### config.mk
export PLATFORM = sky130hd
export DESIGN_NAME = lc3_decode
export DESIGN_NICKNAME = d
export VERILOG_FILES = /design/src/rtl/decode_out_pkg_hdl.sv /design/src/rtl/lc3_decode_ctrl.sv /design/src/rtl/lc3_decode.sv
export SDC_FILE = /design/constraint.sdc
export NUM_CORES = 1
export LEC_CHECK = 0
export CAP_MARGIN = 20
export CORE_MARGIN = 4
export CORE_UTILIZATION = 33
export DETAILED_ROUTE_END_ITERATION = 6
export PLACE_DENSITY = 0.66
export SYNTH_ARGS = -nofsm -noshare
export SYNTH_HDL_FRONTEND = slang
export SYNTH_HIERARCHICAL = 1
export SYNTH_SLANG_ARGS = --single-unit
### constraint.sdc
create_clock -name clock -period 1.2 [get_ports clock]
set_clock_uncertainty 0.1 [all_clocks]
set_input_delay 0.18 -clock clock [delete_from_list [all_inputs] [get_ports clock]]
set_output_delay 0.18 -clock clock [all_outputs]
set_load 0.02 [all_outputs]
### src/rtl/decode_out_pkg_hdl.sv
// LC-3 decode-stage encodings shared by the decode RTL, the decode_out agent and the predictor.
// E_control is {alu_control[1:0], pcselect1[1:0], pcselect2, op2select}.
package decode_out_pkg_hdl;

    typedef enum logic [3:0] {
        OpBr    = 4'h0,
        OpAdd   = 4'h1,
        OpLd    = 4'h2,
        OpSt    = 4'h3,
        OpRes4  = 4'h4,
        OpAnd   = 4'h5,
        OpLdr   = 4'h6,
        OpStr   = 4'h7,
        OpRti   = 4'h8,
        OpNot   = 4'h9,
        OpLdi   = 4'hA,
        OpSti   = 4'hB,
        OpJmp   = 4'hC,
        OpRes13 = 4'hD,
        OpLea   = 4'hE,
        OpTrap  = 4'hF
    } opcode_e;

    localparam logic [1:0] AluAdd = 2'b00;
    localparam logic [1:0] AluAnd = 2'b01;
    localparam logic [1:0] AluNot = 2'b10;

    localparam logic [1:0] Pc1None = 2'b00;
    localparam logic [1:0] Pc1Off9 = 2'b01;
    localparam logic [1:0] Pc1Off6 = 2'b10;
    localparam logic [1:0] Pc1Zero = 2'b11;

    localparam logic Pc2Npc  = 1'b1;
    localparam logic Pc2Vsr1 = 1'b0;
    localparam logic Op2Vsr2 = 1'b1;
    localparam logic Op2Imm5 = 1'b0;

    localparam logic [1:0] WbAlu = 2'b00;
    localparam logic [1:0] WbMem = 2'b01;
    localparam logic [1:0] WbPc  = 2'b10;

    localparam int unsigned ECtrlW  = 6;
    localparam int unsigned EAluLsb = 4;
    localparam int unsigned EPc1Lsb = 2;
    localparam int unsigned EPc2Bit = 1;
    localparam int unsigned EOp2Bit = 0;

    function automatic logic [ECtrlW-1:0] pack_e(input logic [1:0] alu, input logic [1:0] pc1,
                                                 input logic pc2, input logic op2);
        logic [ECtrlW-1:0] e;
        e = '0;
        e[EAluLsb +: 2] = alu;
        e[EPc1Lsb +: 2] = pc1;
        e[EPc2Bit]      = pc2;
        e[EOp2Bit]      = op2;
        return e;
    endfunction

endpackage

### src/rtl/lc3_decode_ctrl.sv
// Combinational opcode decoder: opcode and immediate-mode bit to execute/writeback/memory controls.
module lc3_decode_ctrl
    import decode_out_pkg_hdl::*;
(
    input  logic [3:0]        opcode_i,
    input  logic              imm_bit_i,
    output logic [ECtrlW-1:0] e_control_o,
    output logic [1:0]        w_control_o,
    output logic              mem_control_o,
    output logic              illegal_op_o
);

    always_comb begin
        e_control_o   = pack_e(AluAdd, Pc1None, Pc2Vsr1, Op2Imm5);
        w_control_o   = WbAlu;
        mem_control_o = 1'b0;
        illegal_op_o  = 1'b0;
        unique case (opcode_e'(opcode_i))
            OpAdd: e_control_o = pack_e(AluAdd, Pc1None, Pc2Vsr1,
                                        imm_bit_i ? Op2Imm5 : Op2Vsr2);
            OpAnd: e_control_o = pack_e(AluAnd, Pc1None, Pc2Vsr1,
                                        imm_bit_i ? Op2Imm5 : Op2Vsr2);
            OpNot: e_control_o = pack_e(AluNot, Pc1None, Pc2Vsr1, Op2Imm5);
            OpBr, OpSt: e_control_o = pack_e(AluAdd, Pc1Off9, Pc2Npc, Op2Imm5);
            OpLd: begin
                e_control_o = pack_e(AluAdd, Pc1Off9, Pc2Npc, Op2Imm5);
                w_control_o = WbMem;
            end
            OpLdi: begin
                e_control_o   = pack_e(AluAdd, Pc1Off9, Pc2Npc, Op2Imm5);
                w_control_o   = WbMem;
                mem_control_o = 1'b1;
            end
            OpSti: begin
                e_control_o   = pack_e(AluAdd, Pc1Off9, Pc2Npc, Op2Imm5);
                mem_control_o = 1'b1;
            end
            OpLea: begin
                e_control_o = pack_e(AluAdd, Pc1Off9, Pc2Npc, Op2Imm5);
                w_control_o = WbPc;
            end
            OpLdr: begin
                e_control_o = pack_e(AluAdd, Pc1Off6, Pc2Vsr1, Op2Imm5);
                w_control_o = WbMem;
            end
            OpStr: e_control_o = pack_e(AluAdd, Pc1Off6, Pc2Vsr1, Op2Imm5);
            OpJmp: e_control_o = pack_e(AluAdd, Pc1Zero, Pc2Vsr1, Op2Imm5);
            OpRes4, OpRti, OpRes13, OpTrap: illegal_op_o = 1'b1;
        endcase
    end

endmodule

### src/rtl/lc3_decode.sv
// LC-3 decode stage: captures instruction, next-PC and decoded controls when enable_decode is high.
module lc3_decode
    import decode_out_pkg_hdl::*;
(
    input  logic        clock,
    input  logic        reset,
    input  logic        enable_decode,
    input  logic [15:0] instr_dout,
    input  logic [15:0] npc_in,
    output logic [15:0] IR,
    output logic [15:0] npc_out,
    output logic [5:0]  E_control,
    output logic [1:0]  W_control,
    output logic        Mem_control,
    output logic        illegal_op
);

    logic [ECtrlW-1:0] dec_e;
    logic [1:0]        dec_w;
    logic              dec_mem;
    logic              dec_ill;

    logic [15:0]       ir_q, ir_d;
    logic [15:0]       npc_q, npc_d;
    logic [ECtrlW-1:0] e_q, e_d;
    logic [1:0]        w_q, w_d;
    logic              mem_q, mem_d;
    logic              ill_q, ill_d;

    lc3_decode_ctrl u_ctrl (
        .opcode_i      (instr_dout[15:12]),
        .imm_bit_i     (instr_dout[5]),
        .e_control_o   (dec_e),
        .w_control_o   (dec_w),
        .mem_control_o (dec_mem),
        .illegal_op_o  (dec_ill)
    );

    always_comb begin
        ir_d  = ir_q;
        npc_d = npc_q;
        e_d   = e_q;
        w_d   = w_q;
        mem_d = mem_q;
        ill_d = ill_q;
        if (enable_decode) begin
            ir_d  = instr_dout;
            npc_d = npc_in;
            e_d   = dec_e;
            w_d   = dec_w;
            mem_d = dec_mem;
            ill_d = dec_ill;
        end
    end

    always_ff @(posedge clock or posedge reset) begin
        if (reset) begin
            ir_q  <= '0;
            npc_q <= '0;
            e_q   <= '0;
            w_q   <= '0;
            mem_q <= 1'b0;
            ill_q <= 1'b0;
        end else begin
            ir_q  <= ir_d;
            npc_q <= npc_d;
            e_q   <= e_d;
            w_q   <= w_d;
            mem_q <= mem_d;
            ill_q <= ill_d;
        end
    end

    assign IR          = ir_q;
    assign npc_out     = npc_q;
    assign E_control   = e_q;
    assign W_control   = w_q;
    assign Mem_control = mem_q;
    assign illegal_op  = ill_q;

endmodule

# Yosys cells after proc, flatten, opt, wreduce, memory -nomap -nowiden
# Index checks and enable logic that the tools add are counted.
# word_totals
regBits	42
in_bits	35
output_inout_bits	42
wordCells	32
# classes
n_eq_ne	15
muxes	5
n_reduce_logical	6
# ops
op	count
case mux 6 bit (6 select lines)	1
equality test 4 bit (second input constant)	8
equality test 4 x 3 -> 1 bit (second input constant)	4
equality test 4 x 2 -> 1 bit (second input constant)	2
OR reduction 6 bit	1
equality test 4 x 1 -> 1 bit (second input constant)	1
logical NOT 4 bit	1
case mux 2 bit (2 select lines)	1
OR reduction 2 bit	2
OR reduction 4 bit	1
two-way mux 1 bit	3
OR reduction 3 bit	1

# Depth between registers and ports, before layout
# Gate-level depths: netlist of the first run.
# depth
word_depth	3
mapped_depth	4
ltp_nobuf	3

# Hierarchy
# Netlist of the first run, hierarchy kept.
# by_module_without_submodules
module	n_inst	cells_each	area_each_um2	seq_area_each_um2
lc3_decode	1	90	1769.2	1051.0
lc3_decode_ctrl	1	23	181.4	0.0

# Worst setup path before layout of the first run
# OpenSTA, ideal clock, no wires.
# synth_timing
kind	input to register
startpoint	input port instr_dout[13]
endpoint	register ill_q (netlist: illegal_op)
setup_ns	0.125
arrival_ns	0.916
t_required_ns	0.975
setup_slack_ns	0.059
stages	4
n_path_buf	1
cell_sequence	buf_2 nor3_1 a211o_1 mux2_4
# synth_via
elab_chain_len	3
elab_cells_between_ends	6
classes_between	eq/ne (4); mux (1); reduce/logical (1)
# synth_lines
item	line	source
start, declared	lc3_decode.sv:8	input logic [15:0] instr_dout,
equality test 4 x 3 -> 1 bit or equality test 4 bit (tied branches)	lc3_decode_ctrl.sv:18	unique case (opcode_e'(opcode_i))
OR reduction 4 bit *	lc3_decode_ctrl.sv:18	
two-way mux 1 bit *	lc3_decode_ctrl.sv:18	
net dec_ill	lc3_decode.sv:21	logic dec_ill;
end signal, assigned	lc3_decode.sv:70	ill_q <= ill_d;
end, declared	lc3_decode.sv:28	logic ill_q, ill_d;
# Mark *: on every way through the listed nets, which the timed path passes. The rest lies on a longest branch.
# A chain may end at the register's enable or synchronous reset.

# Final worst setup path of the first run
# layout_timing
startpoint	register e_q[3] (netlist: E_control[3])
endpoint	output port E_control[3]
# layout_rtl
item	line	source
start, declared	lc3_decode.sv:25	logic [ECtrlW-1:0] e_q, e_d;
start signal, assigned	lc3_decode.sv:60	e_q <= '0;
start signal, assigned	lc3_decode.sv:67	e_q <= e_d;
end, declared	lc3_decode.sv:12	output logic [5:0] E_control,
# No word-level cell between the ends.

==> flow_summary.toml, run 1 <==
[outcome]
status = "complete, no violations"

[synth]
synth.top_cells.by_area = "sky130_fd_sc_hd__dfrtp_1, sky130_fd_sc_hd__mux2_4, sky130_fd_sc_hd__buf_12"
yosys.area.top_type_share = 0.5388
synth-main-ff-cell = "sky130_fd_sc_hd__dfrtp_1"
yosys_warnings = 6
syn_avg_cell_area_um2 = 17.26
asyncSetResetFlopFracSynth = 1.000
part_of_the_yosys_area_used_for_sequential_elements = 0.5388
number_of_enable_type_register_cells_in_the_synthesized_netlist = 0
net_count_of_the_mapped_netlist = 148
ys_top_cells_by_count = "sky130_fd_sc_hd__dfrtp_1, sky130_fd_sc_hd__mux2_4, sky130_fd_sc_hd__buf_12, sky130_fd_sc_hd__buf_6"
syn_inst = 113
yosysTopAreaCell = "sky130_fd_sc_hd__dfrtp_1"
synth.distinct_cells = 23
syn-cell-area_um2 = 1951
yosys_register_bits = 42
yosys.cell_count.top_type = "sky130_fd_sc_hd__dfrtp_1"

[die]
rows = 27
core_box_area_um2 = 5608
num_io_pins = 77
dieWidth_um = 84.88
die-area_um2 = 7205
die_height_um = 84.88
starting_density_of_the_core = 0.3478

[global_routing]
grt_max_degree = 23
vias_in_the_first_global_route = 1446
track_usage = 0.1281
overflow_left_after_global_routing = 0
grt_pass1_wl_mm = 7.362
grt_antenna_before_repair = 0

[power_and_ir_drop]
design_power_total_mw = 3.460
standby_leakage_power_nw = 1.422
vdd_ir_drop_max_mv = 0.5139
cellPowerDensity_nw_per_um2 = 1220

[setup_path]
crit_path_end_kind = "primary output"
cpPeakStageDelay_ns = 0.41
critical_path_peak_fanout = 2
critical_path.slowest_cell = "sky130_fd_sc_hd__dfrtp_1"
family_with_the_most_delay_on_the_worst_path = "flip-flops"
required_ns = 0.92
critPathKind = "flip-flop to primary output"
timing.critical_path.from_type = "flip-flop"
sequence_of_cells_on_the_critical_path = "buf_2"
bufs_and_invs_on_worst_path = 1
rrSetupSlack_ns = 0.19
arrival_ns = 0.87

[placement]
post_dp_cell_area_um2 = 2948
port_buffers = 76
routabilityCongestion = 0.8013
detailed_place_hpwl_mm = 3.468
pre_cts_ws_ns = -0.4733

[timing]
hold_viol = 0
fin_ws_ns = 0.05293
fin_crit_ns = 1.147
worstMarginPinSlew_ns = 0.3072
max_slew_margin = 0.7952
max_freq_ghz = 0.8718
rsz_0062_raised_after_global_routing = "no"
period_share = 0.9559
slew_viol_final = 0
timing.final.setup_violations = 0

[drt]
via_count_of_the_routed_design = 1291
firstDrtPassIters = 4
totalWireLength_mm = 4.486
post_drt_wl_per_cell_um = 15.52
drc_errors = 0
ant_nets = 0
drt_iter0_markers = 34
detail_route.vias_per_cell = 4.467

[clocking]
cts_inserted_buffers = 5
cts_hold_buf = 0
insertion_delay_ns = 0.28
cts.clk_slew.worst_paths_ns = 0.08
cts_setup_buffers = 0
clock-root-buffer = "sky130_fd_sc_hd__clkbuf_8"
clock-sinks = 42
ctsHtreeMaxLevel = 2
ctsLongestPathBuffers = 2
cts_tree = "built"

[finish]
finalNetCount = 251
num-fill-cells = 520
area.sequential_um2 = 1051
finalCoreUtilization = 0.5056
drive_above_1_share = 0.5853
area_growth_pct = 45.35
multi_input_area_um2 = 768.2
antenna_cells_inserted = 0
fin_area_um2 = 2835

[worst_hold_path]
min-delay-path-class = "input pin to asynchronous set/reset pin"

[run]
cap_viol_max_count = 0
-- where the power goes --
group          switching (mW)  total (mW)  internal (mW)
Combinational           0.404       0.896          0.491
Clock                   0.477       0.942          0.465
Sequential             0.0750        1.62           1.55
Total                   0.956        3.46           2.50
-- final timing paths --
kind / start / endpoint / depth (start not counted)
worst max-delay path: E_control[3] / E_control[3] / 1
worst min-delay path: reset / npc_out[9] / 3
worst max register to register: E_control[3] / E_control[3] / 2
worst min register to register: npc_out[2] / npc_out[2] / 1
max in group asynchronous: reset / E_control[0] / 3
min in group clock: enable_decode / npc_out[5] / 2
-- per-stage QoR --
step	TNS [ns]	hold slack, ns	cells
6_report	0	0.1762	289
5_1_grt	0	0.1892	289
4_1_cts	0	0.1731	289
3_5_place_dp	-5.762	0.3907	281
3_3_place_gp	-5.026	0.3944	281
2_1_floorplan	0	0.07153	113
-- state kept, by name, indices dropped and copies added, names as in the netlist --
| register | count |
|---|---|
| IR | 16 |
| E_control | 6 |
| Mem_control | 1 |
| W_control | 2 |
| illegal_op | 1 |
| npc_out | 16 |
-- cell usage in the layout (no fill, tap or decap), drive strengths merged --
cell type	synthesis	final
dfrtp	42	42
o22ai	2	2
nand2	1	1
o21a	1	1
nor3b	2	2
nor4b	3	3
dlygate4sd2	0	4
buf	9	72
and3	1	1
nor4bb	1	1
a211o	1	1
inv	2	1
nor2b	1	1
nor3	1	1
a21oi	1	1
nand2b	1	1
mux2	42	42
o21ba	1	1
clkinv	0	1
clkdlybuf4s50	0	29
nor2	1	1
clkbuf	0	7
clkinvlp	0	1
-- cell families (layout without fill, tap and decap cells) --
kind of cell	after synthesis	count (layout)	share of synthesized area
DFF	42	42	0.5388
and+or+nand+nor	12	12	0.04875
muxes	42	42	0.3194
buffers and inverters	11	115	0.07055
AOI/OAI and AO/OA	6	6	0.02245
-- layer usage --
metal,part of all wire,track usage,vias up
met5,0,0,-
met4,0.011,0.03309,0
met3,0.080,0.04466,7
met2,0.49,0.2157,60
met1,0.42,0.1570,623
li1,-,-,601
-- worst min-delay path, stage by stage --
cell	delay, ns
sky130_fd_sc_hd__clkdlybuf4s50_1	0.44
sky130_fd_sc_hd__clkinvlp_4	0.13
sky130_fd_sc_hd__buf_12	0.17
-- layout make-up --
cell class | instances | area share
multi-input combinational | 60 | 0.2710
clock buffer | 7 | 0.03045
tap | 72 | 0.03177
inverter | 2 | 0.003972
timing repair buffer | 105 | 0.2904
sequential | 42 | 0.3707
clock inverter | 1 | 0.001765
-- what timing repair did --
| item | CTS | global route |
|---|---|---|
| setup endpoints to repair | 51 | 0 |
| gates resized for setup | 169 | 0 |
| hold endpoints to repair | 0 | 0 |
Note: power is estimated with default switching activity, not from simulation.
==> run 2, diff against run 1 <==
--- a/config.mk
+++ b/config.mk
@@ -6,8 +6,8 @@
 export NUM_CORES = 1
 export LEC_CHECK = 0
 export CAP_MARGIN = 20
-export CORE_MARGIN = 4
 export CORE_UTILIZATION = 33
+export CTS_CLUSTER_SIZE = 16
 export DETAILED_ROUTE_END_ITERATION = 6
 export PLACE_DENSITY = 0.66
 export SYNTH_ARGS = -nofsm -noshare
==> run 2 against run 1 <==
- maximum frequency rose by 0.75%
- sequential power barely moved
- core utilization fell by 0.67 points
- non-clock buffer count fell by 2
- die area fell by 14%
- clock-buffer cell count did not move
- critical path depth did not move
- total power fell by 0.93%
- largest power group unchanged
- highest routed layer unchanged
==> flow_summary.toml, run 2 (synthesized netlist as in run 1, its figures left out) <==
[outcome]
status = "complete, no violations"

[power_and_ir_drop]
vdd_ir_drop_max_mv = 0.5995
standby_leakage_power_nw = 1.405
cellPowerDensity_nw_per_um2 = 1225

[finish]
drive_above_1_share = 0.5814
antenna_cells_inserted = 0
area_growth_pct = 43.43
most-common-layout-cells = "sky130_fd_sc_hd__dfrtp_1, sky130_fd_sc_hd__buf_2, sky130_fd_sc_hd__mux2_4"
post_layout_nonfiller_instances = 287
finalNetCount = 249
fin_area_um2 = 2798

[timing]
max_slew_margin = 0.7987
fin_ws_ns = 0.06144
slew_viol_final = 0
fin_crit_ns = 1.139
max_freq_ghz = 0.8783
rsz_0062_raised_after_global_routing = "no"
hold_viol = 0
period_share = 0.9488
worstMarginPinSlew_ns = 0.2977
timing.final.setup_violations = 0

[clocking]
ctsHtreeMaxLevel = 2
cts_tree = "built"
cts_hold_buf = 0
clock-root-buffer = "sky130_fd_sc_hd__clkbuf_8"
ctsLongestPathBuffers = 2
cts.clk_slew.worst_paths_ns = 0.08
insertion_delay_ns = 0.28
cts_inserted_buffers = 5
clock-sinks = 42
cts_setup_buffers = 0

[placement]
place_inst = 279
routabilityCongestion = 0.7200
post_dp_cell_area_um2 = 2920
detailed_place_hpwl_mm = 3.164
port_buffers = 76
pre_cts_ws_ns = -0.5206

[drt]
totalWireLength_mm = 4.263
drc_errors = 0
via_count_of_the_routed_design = 1286
post_drt_wl_per_cell_um = 14.85
detail_route.vias_per_cell = 4.481
firstDrtPassIters = 3
drt_iter0_markers = 28
ant_nets = 0

[global_routing]
grt_antenna_before_repair = 0
vias_in_the_first_global_route = 1407
track_usage = 0.1470
overflow_left_after_global_routing = 0
grt_max_degree = 26
grt_pass1_wl_mm = 6.989

[setup_path]
required_ns = 0.92
crit_start = "E_control[2]"
timing.critical_path.from_type = "flip-flop"
critical_path_peak_fanout = 2
sequence_of_cells_on_the_critical_path = "buf_2"
arrival_ns = 0.86
critPathKind = "flip-flop to primary output"
cpPeakStageDelay_ns = 0.40
crit_path_end_kind = "primary output"
family_with_the_most_delay_on_the_worst_path = "flip-flops"
bufs_and_invs_on_worst_path = 1
critical_path.slowest_cell = "sky130_fd_sc_hd__dfrtp_1"
timing.rr.start = "E_control[3]"

[run]
cap_viol_max_count = 0

[worst_hold_path]
min-delay-path-class = "input pin to asynchronous set/reset pin"

[die]
die-area_um2 = 6222
core_box_area_um2 = 5608
die_height_um = 78.88
starting_density_of_the_core = 0.3478
dieWidth_um = 78.88
rows = 27
num_io_pins = 77
[run 2: changes by cell type in the layout (fill, tap and decap cells not counted), sizes merged]
cell / before / now
clkbuf: 7 / 8
buf: 72 / 70
dlygate4sd2: 4 / 3
[run 2: final cells by class]
| cell class | instances | area [um2] |
|---|---|---|
| Sequential cell | 42 | 1051 |
| Clock inverter | 1 | 5.005 |
| Clock buffer | 7 | 86.33 |
| Multi-Input combinational cell | 60 | 762.0 |
| Timing Repair Buffer | 103 | 792.0 |
| Inverter | 2 | 11.26 |
| Tap cell | 72 | 90.09 |
| Fill cell | 499 | 2810 |
[run 2: through the flow]
| step | utilization | power [mW] | TNS [ns] | hold slack (ns) |
|---|---|---|---|---|
| global placement | 0.5208 | 2.642 | -5.028 | 0.3913 |
| finish | 0.4989 | 3.428 | 0 | 0.1613 |
| CTS | 0.4996 | 3.483 | 0 | 0.1556 |
| floorplan | - | 2.160 | 0 | 0.07153 |
| detailed placement | 0.5208 | 2.669 | -5.739 | 0.3907 |
| global route | 0.4989 | 3.615 | 0 | 0.1552 |
[run 2: layer usage]
layer	up-vias	track usage	wire length (um)
met5	-	0	0
met4	0	0.05455	93
met3	11	0.04598	309
met2	56	0.2374	1998
met1	624	0.1846	1863
li1	595	-	-
[run 2: worst paths after layout]
path	depth (start not counted)	slack, ns	end
hold / removal	3	0.16	npc_out[0]
min in group clock	2	0.20	npc_out[5]
max in group asynchronous	3	0.61	IR[10]
setup reg to reg	2	0.20	E_control[3]
hold reg to reg	1	0.41	npc_out[6]
setup / recovery	1	0.06	E_control[2]
[run 2: repair_timing]
action / in CTS / in global routing
gates resized for setup: 168 / 2
endpoints found under the hold margin: 0 / 0
cloned: 0 / 0
setup endpoints to repair: 51 / 1
[run 2: report_power, final]
group / internal (mW) / switching, mW
combinational: 0.478 / 0.397
clock: 0.464 / 0.464
sequential: 1.55 / 0.0760
total: 2.49 / 0.937
==> run 3, diff against run 2 <==
--- a/config.mk
+++ b/config.mk
@@ -6,6 +6,7 @@
 export NUM_CORES = 1
 export LEC_CHECK = 0
 export CAP_MARGIN = 20
+export CORE_ASPECT_RATIO = 2
 export CORE_UTILIZATION = 33
 export CTS_CLUSTER_SIZE = 16
 export DETAILED_ROUTE_END_ITERATION = 6
==> run 3 against run 2 <==
- core utilization down 1.9 points
- flip-flop and latch count unchanged
- critical path type is now input pin to flip-flop
- sequential power about the same
- largest power group unchanged
==> flow_summary.toml, run 3 (synthesized netlist as in run 1, its figures left out) <==
[drt]
ant_nets = 0
detail_route.vias_per_cell = 4.721
drt_iter0_markers = 18
firstDrtPassIters = 4
post_drt_wl_per_cell_um = 16.00
drc_errors = 0
via_count_of_the_routed_design = 1251
totalWireLength_mm = 4.240

[timing]
hold_viol = 0
rsz_0062_raised_after_global_routing = "no"
slew_viol_final = 0
period_share = 0.9633
fin_ws_ns = 0.04405
max_freq_ghz = 0.8651
fin_crit_ns = 1.156
worstMarginPinSlew_ns = 0.2826
final.setup.tns_ns = 0
max_slew_margin = 0.8090
timing.final.setup_violations = 0

[finish]
fin_area_um2 = 2741
area_growth_pct = 40.54
antenna_cells_inserted = 0
drive_above_1_share = 0.5588
layout_commonest_cell = "sky130_fd_sc_hd__buf_2"
most-common-layout-cells = "sky130_fd_sc_hd__buf_2, sky130_fd_sc_hd__dfrtp_1, sky130_fd_sc_hd__mux2_4"
finalNetCount = 239

[die]
rows = 39
die-area_um2 = 6241
dieWidth_um = 56.37
starting_density_of_the_core = 0.3417
num_io_pins = 77
die_height_um = 110.7
core_box_area_um2 = 5709

[setup_path]
worst_reg2reg_endpoint = "E_control[5]"
required_ns = 1.26
critical_path_peak_fanout = 8
rrSetupSlack_ns = 0.21
crit_path_end_kind = "flip-flop"
critPathKind = "input pin to flip-flop"
arrival_ns = 1.22
crit_start = "instr_dout[15]"
timing.critical_path.from_type = "input pin"
timing.rr.start = "E_control[5]"
timing.reg2reg.worst_path_depth = 2

[placement]
routabilityCongestion = 0.8139
port_buffers = 76
detailed_place_hpwl_mm = 3.153
post_dp_cell_area_um2 = 2821
pre_cts_ws_ns = -0.4861

[worst_hold_path]
min-delay-path-class = "input pin to asynchronous set/reset pin"

[global_routing]
track_usage = 0.1472
vias_in_the_first_global_route = 1404
grt_max_degree = 30
grt_antenna_before_repair = 0
overflow_left_after_global_routing = 0
grt_pass1_wl_mm = 7.100

[clocking]
cts_inserted_buffers = 5
clock-root-buffer = "sky130_fd_sc_hd__clkbuf_16"
cts_hold_buf = 0
cts.clk_slew.worst_paths_ns = 0.06
insertion_delay_ns = 0.27
ctsHtreeMaxLevel = 2
ctsLongestPathBuffers = 2
cts_tree = "built"
clock-sinks = 42

[run]
cap_viol_max_count = 0

[outcome]
status = "complete, no violations"

[power_and_ir_drop]
vdd_ir_drop_max_mv = 1.025
design_power_total_mw = 3.710
cellPowerDensity_nw_per_um2 = 1353
standby_leakage_power_nw = 1.372
==> run 3: where the power goes <==
part | internal [mW] | switching, mW
clock network | 0.750 | 0.496
logic | 0.447 | 0.391
registers | 1.55 | 0.0756
total | 2.75 | 0.962
==> run 3: how the worst max path moves through the flow <==
stage,to,slack (ns)
after floorplan,illegal_op,0.06
after global placement,illegal_op,-0.44
after detailed placement,illegal_op,-0.49
after CTS,illegal_op,0.0005
after global routing,illegal_op,0.005
final,E_control[3],0.04
==> run 3: critical path, stage by stage <==
cell	delay, ns
sky130_fd_sc_hd__dlygate4sd2_1	0.28
sky130_fd_sc_hd__buf_4	0.18
sky130_fd_sc_hd__nor3b_1	0.14
sky130_fd_sc_hd__o21a_1	0.19
sky130_fd_sc_hd__mux2_4	0.25
==> run 3: metrics by stage <==
step | utilization | hold slack, ns | instances
3_3_place_gp | 0.4942 | 0.3949 | 258
5_1_grt | 0.4802 | 0.1893 | 265
2_1_floorplan | - | 0.07153 | 113
3_5_place_dp | 0.4942 | 0.3919 | 258
4_1_cts | 0.4988 | 0.1843 | 265
6_report | 0.4802 | 0.1863 | 265
==> run 3: cell type report <==
type / instances / area [um2]
Clock buffer: 5 / 125.1
Clock inverter: 2 / 10.01
Fill cell: 508 / 2968
Inverter: 2 / 11.26
Multi-Input combinational cell: 60 / 762.0
Sequential cell: 42 / 1051
Tap cell: 61 / 76.32
Timing Repair Buffer: 93 / 705.7
==> run 3: repair_timing <==
item / 4_1_cts / 5_1_grt
resized for setup: 155 / 17
setup endpoints to repair: 52 / 17
hold endpoints to repair: 0 / 0
buffers inserted: 0 / 0
==> run 3: metal layers <==
metal | part of all wire | track usage
met5 | 0 | 0
met4 | 0.018 | 0.06667
met3 | 0.062 | 0.03967
met2 | 0.53 | 0.2468
met1 | 0.39 | 0.1723
